**src/rtl/clock_pkg.sv**
```systemverilog
// rtl/clock_pkg.sv - shared constants, types and BCD helper for the time display
package clock_pkg;

    localparam int NUM_DIGITS = 6;

    // Active-low segment patterns, bit order {g,f,e,d,c,b,a}
    localparam logic [6:0] SEG_0    = 7'b1000000;
    localparam logic [6:0] SEG_1    = 7'b1111001;
    localparam logic [6:0] SEG_2    = 7'b0100100;
    localparam logic [6:0] SEG_3    = 7'b0110000;
    localparam logic [6:0] SEG_4    = 7'b0011001;
    localparam logic [6:0] SEG_5    = 7'b0010010;
    localparam logic [6:0] SEG_6    = 7'b0000010;
    localparam logic [6:0] SEG_7    = 7'b1111000;
    localparam logic [6:0] SEG_8    = 7'b0000000;
    localparam logic [6:0] SEG_9    = 7'b0010000;
    localparam logic [6:0] SEG_DASH = 7'b0111111;
    localparam logic [6:0] SEG_OFF  = 7'b1111111;

    localparam logic [5:0] MAX_SEC  = 6'd59;
    localparam logic [5:0] MAX_MIN  = 6'd59;
    localparam logic [4:0] MAX_HOUR = 5'd23;

    typedef enum logic [1:0] {
        SOLID,
        BLINK_ON,
        BLINK_OFF
    } blink_state_t;

    typedef struct packed {
        logic [3:0] tens;
        logic [3:0] ones;
    } bcd_t;

    // Compare/subtract split of a 6-bit value into tens/ones (valid for 0..63)
    function automatic bcd_t bcd_split(input logic [5:0] v);
        bcd_t       res;
        logic [5:0] r;
        logic [3:0] t;
        r = v;
        t = 4'd0;
        if (r >= 6'd40) begin
            r = r - 6'd40;
            t = t + 4'd4;
        end
        if (r >= 6'd20) begin
            r = r - 6'd20;
            t = t + 4'd2;
        end
        if (r >= 6'd10) begin
            r = r - 6'd10;
            t = t + 4'd1;
        end
        res.tens = t;
        res.ones = r[3:0];
        return res;
    endfunction

endpackage

```
**src/rtl/clock_time_display_if.sv**
```systemverilog
// rtl/clock_time_display_if.sv - time inputs and 7-segment outputs bundle
interface clock_time_display_if;
    logic [5:0] sec;
    logic [5:0] min;
    logic [4:0] hour;
    logic       alarm;
    logic [5:0] an;
    logic [6:0] seg;
    logic       dp;

    modport master (
        output sec, min, hour, alarm,
        input  an, seg, dp
    );

    modport slave (
        input  sec, min, hour, alarm,
        output an, seg, dp
    );
endinterface

```
**src/rtl/clock_time_display_seg7_decode.sv**
```systemverilog
// rtl/clock_time_display_seg7_decode.sv - BCD digit or dash to active-low segment pattern
module seg7_decode
    import clock_pkg::*;
(
    input  logic [3:0] bcd,
    input  logic       dash,
    output logic [6:0] seg
);

    always_comb begin
        seg = SEG_OFF;
        if (dash) begin
            seg = SEG_DASH;
        end else begin
            case (bcd)
                4'd0:    seg = SEG_0;
                4'd1:    seg = SEG_1;
                4'd2:    seg = SEG_2;
                4'd3:    seg = SEG_3;
                4'd4:    seg = SEG_4;
                4'd5:    seg = SEG_5;
                4'd6:    seg = SEG_6;
                4'd7:    seg = SEG_7;
                4'd8:    seg = SEG_8;
                4'd9:    seg = SEG_9;
                default: seg = SEG_OFF;
            endcase
        end
    end

endmodule

```
**src/rtl/clock_time_display.sv**
```systemverilog
// rtl/clock_time_display.sv - multiplexed HH.MM.SS 7-segment driver with frame snapshot and alarm blink
module clock_time_display
    import clock_pkg::*;
#(
    parameter int SCAN_DIV     = 1000,
    parameter int BLANK_CYC    = 16,
    parameter int BLINK_FRAMES = 100
) (
    input  logic                 clk,
    input  logic                 rst,
    clock_time_display_if.slave  bus
);

    localparam int PW = $clog2(SCAN_DIV + 1);
    localparam int CW = $clog2(BLINK_FRAMES + 1);

    logic [PW-1:0] presc;
    logic [2:0]    idx;
    logic [5:0]    snap_sec;
    logic [5:0]    snap_min;
    logic [4:0]    snap_hour;
    logic          terminal;
    logic          frame_wrap;

    assign terminal   = (presc == PW'(SCAN_DIV - 1));
    assign frame_wrap = terminal && (idx == 3'd5);

    // Time is only captured at the frame boundary so a frame never mixes old and new digits
    always_ff @(posedge clk) begin
        if (rst) begin
            presc     <= '0;
            idx       <= 3'd0;
            snap_sec  <= 6'd0;
            snap_min  <= 6'd0;
            snap_hour <= 5'd0;
        end else begin
            presc <= terminal ? '0 : presc + 1'b1;
            if (terminal) begin
                idx <= (idx == 3'd5) ? 3'd0 : idx + 3'd1;
            end
            if (frame_wrap) begin
                snap_sec  <= bus.sec;
                snap_min  <= bus.min;
                snap_hour <= bus.hour;
            end
        end
    end

    blink_state_t  state;
    blink_state_t  state_next;
    logic [CW-1:0] blink_cnt;
    logic [CW-1:0] blink_cnt_next;

    always_ff @(posedge clk) begin
        if (rst) begin
            state     <= SOLID;
            blink_cnt <= '0;
        end else begin
            state     <= state_next;
            blink_cnt <= blink_cnt_next;
        end
    end

    always_comb begin
        state_next     = state;
        blink_cnt_next = blink_cnt;
        if (!bus.alarm) begin
            state_next     = SOLID;
            blink_cnt_next = '0;
        end else begin
            if (state == SOLID) begin
                state_next = BLINK_ON;
            end
            if (frame_wrap) begin
                if (blink_cnt == CW'(BLINK_FRAMES - 1)) begin
                    blink_cnt_next = '0;
                    state_next     = (state == BLINK_OFF) ? BLINK_ON : BLINK_OFF;
                end else begin
                    blink_cnt_next = blink_cnt + 1'b1;
                end
            end
        end
    end

    bcd_t sec_bcd;
    bcd_t min_bcd;
    bcd_t hour_bcd;
    logic sec_bad;
    logic min_bad;
    logic hour_bad;
    logic [3:0] digit;
    logic       dash;
    logic [6:0] dec_seg;

    assign sec_bcd  = bcd_split(snap_sec);
    assign min_bcd  = bcd_split(snap_min);
    assign hour_bcd = bcd_split({1'b0, snap_hour});
    assign sec_bad  = (snap_sec > MAX_SEC);
    assign min_bad  = (snap_min > MAX_MIN);
    assign hour_bad = (snap_hour > MAX_HOUR);

    always_comb begin
        digit = 4'd0;
        dash  = 1'b0;
        case (idx)
            3'd0: begin digit = sec_bcd.ones;  dash = sec_bad;  end
            3'd1: begin digit = sec_bcd.tens;  dash = sec_bad;  end
            3'd2: begin digit = min_bcd.ones;  dash = min_bad;  end
            3'd3: begin digit = min_bcd.tens;  dash = min_bad;  end
            3'd4: begin digit = hour_bcd.ones; dash = hour_bad; end
            3'd5: begin digit = hour_bcd.tens; dash = hour_bad; end
            default: begin digit = 4'd0; dash = 1'b0; end
        endcase
    end

    seg7_decode u_decode (
        .bcd  (digit),
        .dash (dash),
        .seg  (dec_seg)
    );

    logic [5:0] an_r;
    logic [6:0] seg_r;
    logic       dp_r;

    always_ff @(posedge clk) begin
        if (rst) begin
            an_r  <= 6'h3F;
            seg_r <= SEG_OFF;
            dp_r  <= 1'b1;
        end else if ((presc < PW'(BLANK_CYC)) || (state == BLINK_OFF)) begin
            an_r  <= 6'h3F;
            seg_r <= SEG_OFF;
            dp_r  <= 1'b1;
        end else begin
            an_r  <= ~(6'd1 << idx);
            seg_r <= dec_seg;
            dp_r  <= !((idx == 3'd2) || (idx == 3'd4));
        end
    end

    assign bus.an  = an_r;
    assign bus.seg = seg_r;
    assign bus.dp  = dp_r;

endmodule

```
**src/flat_wrapper.sv**
```systemverilog
// flat-port wrapper written by rule: the top's interface ports become plain ports
module clock_time_display_flat import clock_pkg::*;
#(
    parameter int SCAN_DIV     = 1000,
    parameter int BLANK_CYC    = 16,
    parameter int BLINK_FRAMES = 100
)
  (clk, rst, bus_sec, bus_min, bus_hour, bus_alarm, bus_an, bus_seg, bus_dp);
  clock_time_display_if bus_i ();
  input  logic clk;
  input  logic rst;
  input wire logic [$bits(bus_i.sec)-1:0] bus_sec;
  input wire logic [$bits(bus_i.min)-1:0] bus_min;
  input wire logic [$bits(bus_i.hour)-1:0] bus_hour;
  input wire logic [$bits(bus_i.alarm)-1:0] bus_alarm;
  output wire logic [$bits(bus_i.an)-1:0] bus_an;
  output wire logic [$bits(bus_i.seg)-1:0] bus_seg;
  output wire logic [$bits(bus_i.dp)-1:0] bus_dp;
  assign bus_i.sec = bus_sec;
  assign bus_i.min = bus_min;
  assign bus_i.hour = bus_hour;
  assign bus_i.alarm = bus_alarm;
  assign bus_an = bus_i.an;
  assign bus_seg = bus_i.seg;
  assign bus_dp = bus_i.dp;
  clock_time_display #(.SCAN_DIV(SCAN_DIV), .BLANK_CYC(BLANK_CYC), .BLINK_FRAMES(BLINK_FRAMES)) u_core (.clk(clk), .rst(rst), .bus(bus_i));
endmodule
```
**config.mk**
```make
export PLATFORM = sky130hd
export DESIGN_NAME = clock_time_display_flat
export DESIGN_NICKNAME = d
export VERILOG_FILES = /design/src/rtl/clock_pkg.sv /design/src/rtl/clock_time_display_if.sv /design/src/rtl/clock_time_display_seg7_decode.sv /design/src/rtl/clock_time_display.sv /design/src/flat_wrapper.sv
export SDC_FILE = /design/constraint.sdc
export NUM_CORES = 1
export LEC_CHECK = 0
export CAP_MARGIN = 0
export CORE_MARGIN = 2
export CORE_UTILIZATION = 34
export DETAILED_ROUTE_END_ITERATION = 8
export SLEW_MARGIN = 25
export SYNTH_ARGS = -nofsm -noshare
export SYNTH_HDL_FRONTEND = slang
export SYNTH_SLANG_ARGS = --single-unit
```
**constraint.sdc**
```tcl
create_clock -name clk -period 7.3 [get_ports clk]
set_clock_uncertainty 0.05 [all_clocks]
set_input_delay 0.73 -clock clk [delete_from_list [all_inputs] [get_ports clk]]
set_output_delay 0.73 -clock clk [all_outputs]
set_load 0.02 [all_outputs]
```
# [Yosys cells after proc, flatten, opt, wreduce, memory -nomap -nowiden]
# Memories as Yosys holds them, arrays and structs flattened.
# Index checks and enable logic that the tools add are counted.
[word_totals] output_inout_bits=14 elab_cells=94 memories=1 regBits=53 rom_bits=112
[op_classes] shift=1 mux=27 eq_ne=8 bitwise=2 n_addsub=18 n_lt_le_gt_ge=13 reduce_logical=13
[mem_list] memory="(no name shown)" depth=16 width=7 read_ports=1 rd_clocked_by_memory_dff=0 wr=0 line="clock_time_display_seg7_decode.sv:15" text="case (bcd)"
[ops] op="$mux 4" count=9
[ops] op="$mux 6" count=6
[ops] op="$pmux 4 s6" count=1
[ops] op="$ge 6x4->1 const B" count=3
[ops] op="$ge 6x5->1 const B" count=3
[ops] op="$sub 6x5->6 const B" count=3
[ops] op="$mux 7" count=2
[ops] op="$add 3x2->4 const B" count=3
[ops] op="$add 4x1->4 const B" count=3
[ops] op="$ge 6x6->1 const B" count=2
[ops] op="$gt 6x6->1 const B" count=2
[ops] op="$mux 3" count=4
[ops] op="$reduce_or 2->1" count=6
[ops] op="$sub 4x4->4 const B" count=3
[ops] op="$sub 6x6->6 const B" count=2
[ops] op="$add 10x1->10 const B" count=1
[ops] op="$eq 10x10->1 const B" count=1
[ops] op="$lt 10x5->1 const B" count=1
[ops] op="$mux 2" count=4
[ops] op="$add 7x1->7 const B" count=1
[ops] op="$eq 7x7->1 const B" count=1
[ops] op="$eq 3x2->1 const B" count=2
[ops] op="$eq 3x3->1 const B" count=2
[ops] op="$ge 5x6->1 const B" count=1
[ops] op="other kinds (15)" count=16

# [Logic depth before layout (Yosys ltp)]
# Gate-level depths: netlist (run 1).
# An unclocked memory read counts as a cell.
[logic_depth] ltp_word=9 mapped_depth=18 mapped_depth_nobuf=18

# [Hierarchy]
# Synthesis (run 1) repeated with hierarchy kept, for this count alone.
[hier_totals] cells_unflattened=411 area_unflattened_um2=3216.8
[modules_own_cells] mod="clock_time_display" n_inst=1 seq_area_each_um2=1061.0 area_per_inst_um2=2980.4 cells_per_inst=377
[modules_own_cells] mod="seg7_decode" n_inst=1 seq_area_each_um2=0.0 area_per_inst_um2=236.5 cells_per_inst=34

# [Least setup slack after synthesis (run 1)]
# No wires, ideal clock.
[synth_timing] kind="register to register" from="reg u_core.snap_sec[4]" to="reg u_core.seg_r[0], in the netlist u_core.bus.seg[0]" period_less_slack_ps=4093 stages_incl_launch_ff=18 path_slack_ps=3207 t_required_ps=7128 path_buffers=0 arrival_time_ps=3921 setup_ps=122 cell_sequence="dfxtp_1 inv_1 ha_1 or4b_4 a21oi_1 mux2i_1 ha_1 or3b_2 a221oi_1 or3_1 and2_1 inv_1 ha_1 or4_1 o311ai_1 a221o_2 mux2_4 o32a_1"
[synth_between] elab_chain_len=8 elab_cells_between_ends=19
[synth_rtl] element="start, declared" line="clock_time_display.sv:19" text="logic [5:0] snap_sec;"
[synth_rtl] element="start signal, assigned" line="clock_time_display.sv:42" text="snap_sec <= bus.sec;"
[synth_rtl] element="$sub 6x6->6 / $ge 6x6->1 (equally long branches)" line="clock_pkg.sv:43, clock_pkg.sv:42"
[synth_rtl] element="$mux 6 / $mux 3 (equally long branches)" line="clock_pkg.sv:42" text="if (r >= 6'd40) begin"
[synth_rtl] element="$sub 6x5->6, or another cell as far along" line="clock_pkg.sv:47" text="r = r - 6'd20;"
[synth_rtl] element="$mux 6 / $mux 4 (equally long branches)" line="clock_pkg.sv:46" text="if (r >= 6'd20) begin"
[synth_rtl] element="$ge 6x4->1, or another cell as far along" line="clock_pkg.sv:50" text="if (r >= 6'd10) begin"
[synth_rtl] element="$mux 4" line="clock_pkg.sv:50"
[synth_rtl] element="$pmux 4 s6" line="clock_time_display.sv:105" text="case (idx)"
[synth_rtl] element="$mem_v2 16x7"
[synth_rtl] element="end signal, assigned" line="clock_time_display.sv:137" text="seg_r <= dec_seg;"
[synth_rtl] element="end, declared" line="clock_time_display.sv:123" text="logic [6:0] seg_r;"
# Several ways; a longest one is shown, not always the timed one.
# A chain may end at the register's enable or synchronous reset.

# [Worst setup path in the final report (run 1)]
# Ends and elaborated chain as after synthesis.

==> results of run 1 <==
[layout by cell type (no fill, tap or decap), types with 7 or more instances in the layout]
cell / netlist / layout
ha_1: 20 / 20
nand4_1: 8 / 8
nand3_1: 14 / 14
xnor2_1: 9 / 9
clkdlybuf4s50_1: 0 / 33
o21ai_0: 13 / 13
xor2_1: 8 / 8
nor3_1: 16 / 16
dfxtp_1: 53 / 53
nor2_1: 34 / 34
inv_1: 25 / 25
a21oi_1: 37 / 37
nand2_1: 61 / 61
nor2b_1: 7 / 7
[layout make-up]
type / count / area share [%]
multi-input cells: 340 / 55.2
flip-flops and latches: 53 / 26.7
repair buffers: 34 / 8.50
well taps: 133 / 4.19
inverters: 25 / 2.36
clock buffers: 5 / 1.73
clock inverters: 3 / 1.26
[power breakdown]
part	switching, µW	internal (µW)	leakage [µW]	total [µW]
registers	1.11	291	0.000428	292
logic	6.04	10.8	0.000816	16.8
clock network	110	105	0.0000603	216
[per-stage QoR]
stage / area, µm² / setup slack, ps / total power, µW
after floorplan: 3430 / 3210 / 304
after global placement: 3850 / 3040 / 315
after detailed placement: 3850 / 2870 / 316
after CTS: 3970 / 2840 / 531
after global routing: 3970 / 2350 / 543
final: 3970 / 2780 / 524
[flip-flops by register name, summed over array words and instances, names as in the netlist]
register / flops
u_core.presc: 10
u_core.blink_cnt: 7
u_core.bus.seg: 7
u_core.bus.an: 6
u_core.snap_min: 6
u_core.snap_sec: 6
u_core.snap_hour: 5
u_core.idx: 3
u_core.state: 2
u_core.bus.dp: 1
[logic make-up after synthesis]
kind of cell               count (synthesis)
muxes                                      7
adders and majority gates                 20
and+or+nand+nor                          183
AOI/OAI and AO/OA                        113
DFF                                       53
buffers and inverters                     46
xor gates and xnor gates                  17
[how the worst max path moves through the flow]
stage                       start                 to  depth (start not counted)
6_report       u_core.snap_sec[4]  u_core.bus.seg[0]                         17
5_1_grt        u_core.snap_sec[4]  u_core.bus.seg[3]                         17
4_1_cts        u_core.snap_sec[4]  u_core.bus.seg[3]                         17
3_5_place_dp   u_core.snap_sec[4]  u_core.bus.seg[3]                         17
3_3_place_gp   u_core.snap_sec[4]  u_core.bus.seg[0]                         17
2_1_floorplan  u_core.snap_sec[4]  u_core.bus.seg[0]                         17
[metal layers]
layer	vias to the layer above	GRT usage (%)	wire length, µm
li1	1629	-	-
met1	1476	19.4	3820
met2	75	25.3	3660
met3	9	2.44	358
met4	0	3.76	86
met5	-	0	0
[worst max-delay path: stages (launching register included)]
cell      delay [ps]
dfxtp_1          450
inv_1            160
ha_1             210
or4b_4           210
a21oi_1           70
mux2i_1          220
ha_1             220
or3b_2           460
a221oi_1         310
or3_1            210
and2_1           170
inv_1             50
ha_1             180
or4_1            530
o311ai_1         150
a221o_2          290
mux2_4           310
o32a_1           150
==> summary.md, run 1 <==
| Metric | Value |
|---|---|
| Syn Area/Cell | `7.82 µm²` |
| Worst reg2reg path depth | `17` |
| Hold path startpoint | `u_core.presc[0]` |
| Post-synthesis compound-gate area fraction | `23.3%` |
| Pre-antenna DRT Iters | `4` |
| Initial Util | `35.1%` |
| Clk_lat worst skew | `320 ps` |
| Synth top cells by count | `61 x nand2_1, 53 x dfxtp_1, 37 x a21oi_1` |
| Post-synthesis adder-cell area fraction | `7.29%` |
| Yosys warns | `0` |
| # IOs | `34` |
| Flops & latches, synth | `53` |
| R2r startpoint | `u_core.snap_sec[4]` |
| All-layer global routing usage | `14.8%` |
| Area of the multi-input gates | `0.00219 mm²` |
| First-pass GRT wire length | `13.7 mm` |
| Period utilisation layout | `61.9%` |
| Largest family of logic cells by synthesized area | `simple AND/OR/NAND/NOR gates` |
| DRC errors left | `0` |
| Static leakage power | `0.00130 µW` |
| Most frequent cell after synthesis | `nand2_1` |
| Buffers added on ports | `33` |
| Setup TNS | `0 ps` |
| Hold Crit Class | `flop to flop` |
| Post-CTS Setup Inserts | `0` |
| Synthesized cell area | `0.00343 mm²` |
| DR WL/cell | `13.4 µm` |
| Vias in the first global route | `2981` |
| Layout cells sized above 1 | `6.52%` |
| Sequential fraction of the synthesis area | `30.9%` |
| Final Hold Vio Count | `0` |
| Synth area leader | `dfxtp_1` |
| RePlAce Congestion | `0.884` |
| Placed insts | `585` |
| Share of the synthesized area in the top cell type | `30.9%` |
| Run status | `finished, final reports clean` |
| Root Buffer | `clkbuf_8` |
| Worst EP required | `7460 ps` |
| CP arrival | `4680 ps` |
| Hold Path Sink | `u_core.presc[0]` |
| Slew margin rel. | `39.2%` |
| Crit path max fanout | `8` |
| Die footprint | `0.0109 mm²` |
| Slew Limit Fails | `0` |
| Post-synthesis mux area share | `2.22%` |
| RR Endpoint | `u_core.bus.seg[0]` |
| Hold Buf Count CTS | `0` |
| Clock transition at path regs | `100 ps` |
| Min Clock Period, post-route | `4520 ps` |
| Initial antenna violation count | `0` |
| Final #Nets | `499` |
| CP Launch Type | `flop` |
| Min Hold Slack | `407 ps` |
| # H-tree levels | `2` |
| Worst-Margin Slew | `910 ps` |
| Num rows | `36` |
| Die height | `104 µm` |
| Total Routed Length | `7.92 mm` |
| DR vias | `3189` |
| Flop2flop setup slack | `2780 ps` |
| Violation count after the first detailed-route iteration | `227` |
| Vias per cell | `5.38` |
| Synth top area cells | `dfxtp_1 31%, ha_1 7.3%, nand2_1 6.7%` |
| P&R area growth vs syn | `15.7%` |
| Die X | `104 µm` |
| Layout Cells excl Fill | `593` |
| CTS sink cnt | `53` |
| Ys flop type | `dfxtp_1` |
| Fillers | `1045` |
| Kind of critical path | `flop to flop` |
| Crit. End Element | `flop` |
| Synth Area in XOR/XNOR | `4.34%` |
| CTS tree | `yes` |
| Post-Syn Nets | `479` |
| Cells after Synth | `439` |
| Finished Core Util | `40.6%` |
| Post-synth EDFFs | `0` |
| Register area | `0.00106 mm²` |
| Grt ovf | `0` |
| Unrepaired setup endpoints after global routing | `false` |
| Routed Antenna Nets | `0` |
| Dpl hpwl | `5.98 mm` |
| Ys async rst share | `0%` |
| Fmax | `0.221 GHz` |
| Max rail drop VDD | `0.0879 mV` |
| Final setup violation count | `0` |
| Ant diodes | `0` |
| Hold Path Depth | `1` |
| Max cap viols | `0` |
| Pwr Density | `132 mW/mm²` |
| Post-CTS sizing | `0` |
| Clock Tree Buf Depth | `2` |
| Core Area | `0.00977 mm²` |
| Largest net degree at the start of global routing | `26` |
| CTS buffer count | `5` |
| Yosys cell types | `69` |
| Post-synthesis simple-gate area fraction | `26.8%` |
No activity file was read; power rests on OpenSTA's default activity.
==> run 2, diff against run 1 <==
Clock period 7.3 ns to 3.8 ns, I/O delays scaled along.
==> summary.md, run 2 (synthesized netlist as in run 1, its figures left out) <==
| Metric | Value |
|---|---|
| Run status | `finished, violations left` |
| Failing checks | `setup timing` |
| Pre-antenna DRT Iters | `4` |
| CP top delay family | `compound AO/OA/AOI/OAI gates` |
| Top reg by flops | `u_core.presc` |
| Slew margin rel. | `32.7%` |
| DR WL/cell | `14.5 µm` |
| Crit path buf inv count | `1` |
| Ant diodes | `0` |
| Clock Tree Buf Depth | `2` |
| Kind of critical path | `flop to flop` |
| Unrepaired setup endpoints after global routing | `true` |
| # H-tree levels | `2` |
| Total Routed Length | `8.99 mm` |
| Violation count after the first detailed-route iteration | `192` |
| Final Hold Vio Count | `0` |
| Buffers added on ports | `33` |
| RePlAce Congestion | `0.924` |
| Final setup violation count | `4` |
| Commonest non-fill, non-tap cell in the layout | `nand2_1` |
| Most frequent cells in the layout | `61 x nand2_1, 52 x dfxtp_1, 35 x a21oi_1, 33 x nor2_1, 33 x clkdlybuf4s50_1` |
| # IOs | `34` |
| Flop2flop setup slack | `-100 ps` |
| Overall power | `1010 µW` |
| Die footprint | `0.0109 mm²` |
| CTS sink cnt | `53` |
| Max rail drop VDD | `0.173 mV` |
| Clk_lat worst skew | `330 ps` |
| Largest net degree at the start of global routing | `26` |
| Slew Limit Fails | `0` |
| Max cap viols | `0` |
| Worst EP required | `3970 ps` |
| Register area | `0.00106 mm²` |
| Initial Util | `35.1%` |
| Clock transition at path regs | `120 ps` |
| All-layer global routing usage | `16.6%` |
| Initial antenna violation count | `0` |
| Vias in the first global route | `3357` |
| Vias per cell | `5.43` |
| Fmax | `0.256 GHz` |
| Pwr Density | `230 mW/mm²` |
| Cell with the largest stage delay on the worst path | `or4b_4` |
| DR vias | `3370` |
| CTS buffer count | `5` |
| Fillers | `995` |
| DRC errors left | `0` |
| Die X | `104 µm` |
| Grt ovf | `0` |
| Area of the multi-input gates | `0.00241 mm²` |
| Crit. End Element | `flop` |
| Hold Buf Count CTS | `0` |
| Cell chain of the critical path | `inv_4 -> ha_4 -> or4b_4 -> a21oi_2 -> mux2i_2 -> ha_2 -> nor4b_2 -> a211o_1 -> a21oi_4 -> nor2_2 -> mux2_4 -> a41oi_4 -> ha_2 -> o21ai_1 -> or3_1 -> o211a_1` |
| Core Area | `0.00977 mm²` |
| Layout cells sized above 1 | `18.4%` |
| Period utilisation layout | `103%` |
| CTS tree | `yes` |
| Min Hold Slack | `401 ps` |
| Crit-path max cell delay | `460 ps` |
| Min Clock Period, post-route | `3900 ps` |
| First-pass GRT wire length | `15.4 mm` |
| Routed Antenna Nets | `0` |
| CP Launch Type | `flop` |
| Worst-Margin Slew | `1000 ps` |
| Max reg flops | `10` |
| Num rows | `36` |
| P&R area growth vs syn | `28.5%` |
| Final #Nets | `527` |
| Root Buffer | `clkbuf_8` |
| Static leakage power | `0.00147 µW` |
| Crit path max fanout | `5` |
| Post-route worst setup slack | `-104 ps` |
| Hold Crit Class | `flop to flop` |
| Crit path top cell by count | `ha_2` |
| Die height | `104 µm` |
| Dpl hpwl | `6.55 mm` |
| CP arrival | `4070 ps` |
==> run 2: changes by cell type in the layout (fill, tap and decap cells not counted), sizes merged <==
| cell | change |
|---|---|
| buf | +28 |
==> run 2: final cells by class <==
cell class / instances / area share, %
multi-input cells: 340 / 54.8
flip-flops and latches: 53 / 24.1
repair buffers: 62 / 12.4
well taps: 133 / 3.77
inverters: 25 / 2.19
clock buffers: 5 / 1.56
clock inverters: 3 / 1.14
==> run 2: timing repair <==
item | CTS | global route
pin swaps | 4 | 12
buffers inserted | 2 | 2
setup endpoints to repair | 6 | 7
gates resized for setup | 5 | 25
==> run 2: metal layers <==
| layer | vias up | track usage, % | wire length [µm] |
|---|---|---|---|
| met3 | 17 | 3.07 | 449 |
| met2 | 80 | 27.9 | 4230 |
| met5 | - | 0 | 0 |
| met4 | 0 | 4.73 | 159 |
| li1 | 1693 | - | - |
| met1 | 1580 | 21.7 | 4160 |
==> run 2: path summary, 6_finish.rpt <==
path                       from                 to  cells after the start
max          u_core.snap_sec[4]  u_core.bus.seg[4]                     16
min reg2reg     u_core.presc[0]    u_core.presc[0]                      1
min             u_core.presc[0]    u_core.presc[0]                      1
max reg2reg  u_core.snap_sec[4]  u_core.bus.seg[4]                     16
==> run 2: stage by stage <==
step	TNS [ps]	setup slack [ps]	area (µm²)	util [%]	cells
final	-292	-104	4410	45.1	621
after floorplan	0	2.80	3520	-	439
after global placement	-30.6	-15.4	4120	42.1	609
after CTS	-300	-88.4	4280	43.8	619
after global routing	-1100	-241	4410	45.1	621
after detailed placement	-347	-103	4120	42.1	609
==> run 2: power breakdown <==
group | switching, µW | internal [µW] | leakage [µW] | total, µW
Clock | 218 | 203 | 0.0000603 | 421
Sequential | 2.12 | 558 | 0.000429 | 560
Combinational | 11.9 | 21.4 | 0.000984 | 33.3
Total | 232 | 782 | 0.00147 | 1010
==> run 3, diff against run 2 <==
Settings changed: CTS_CLUSTER_DIAMETER set to 30.
==> results of run 3 <==
No change in the layout: final DEF, timing and power equal those of run 2.
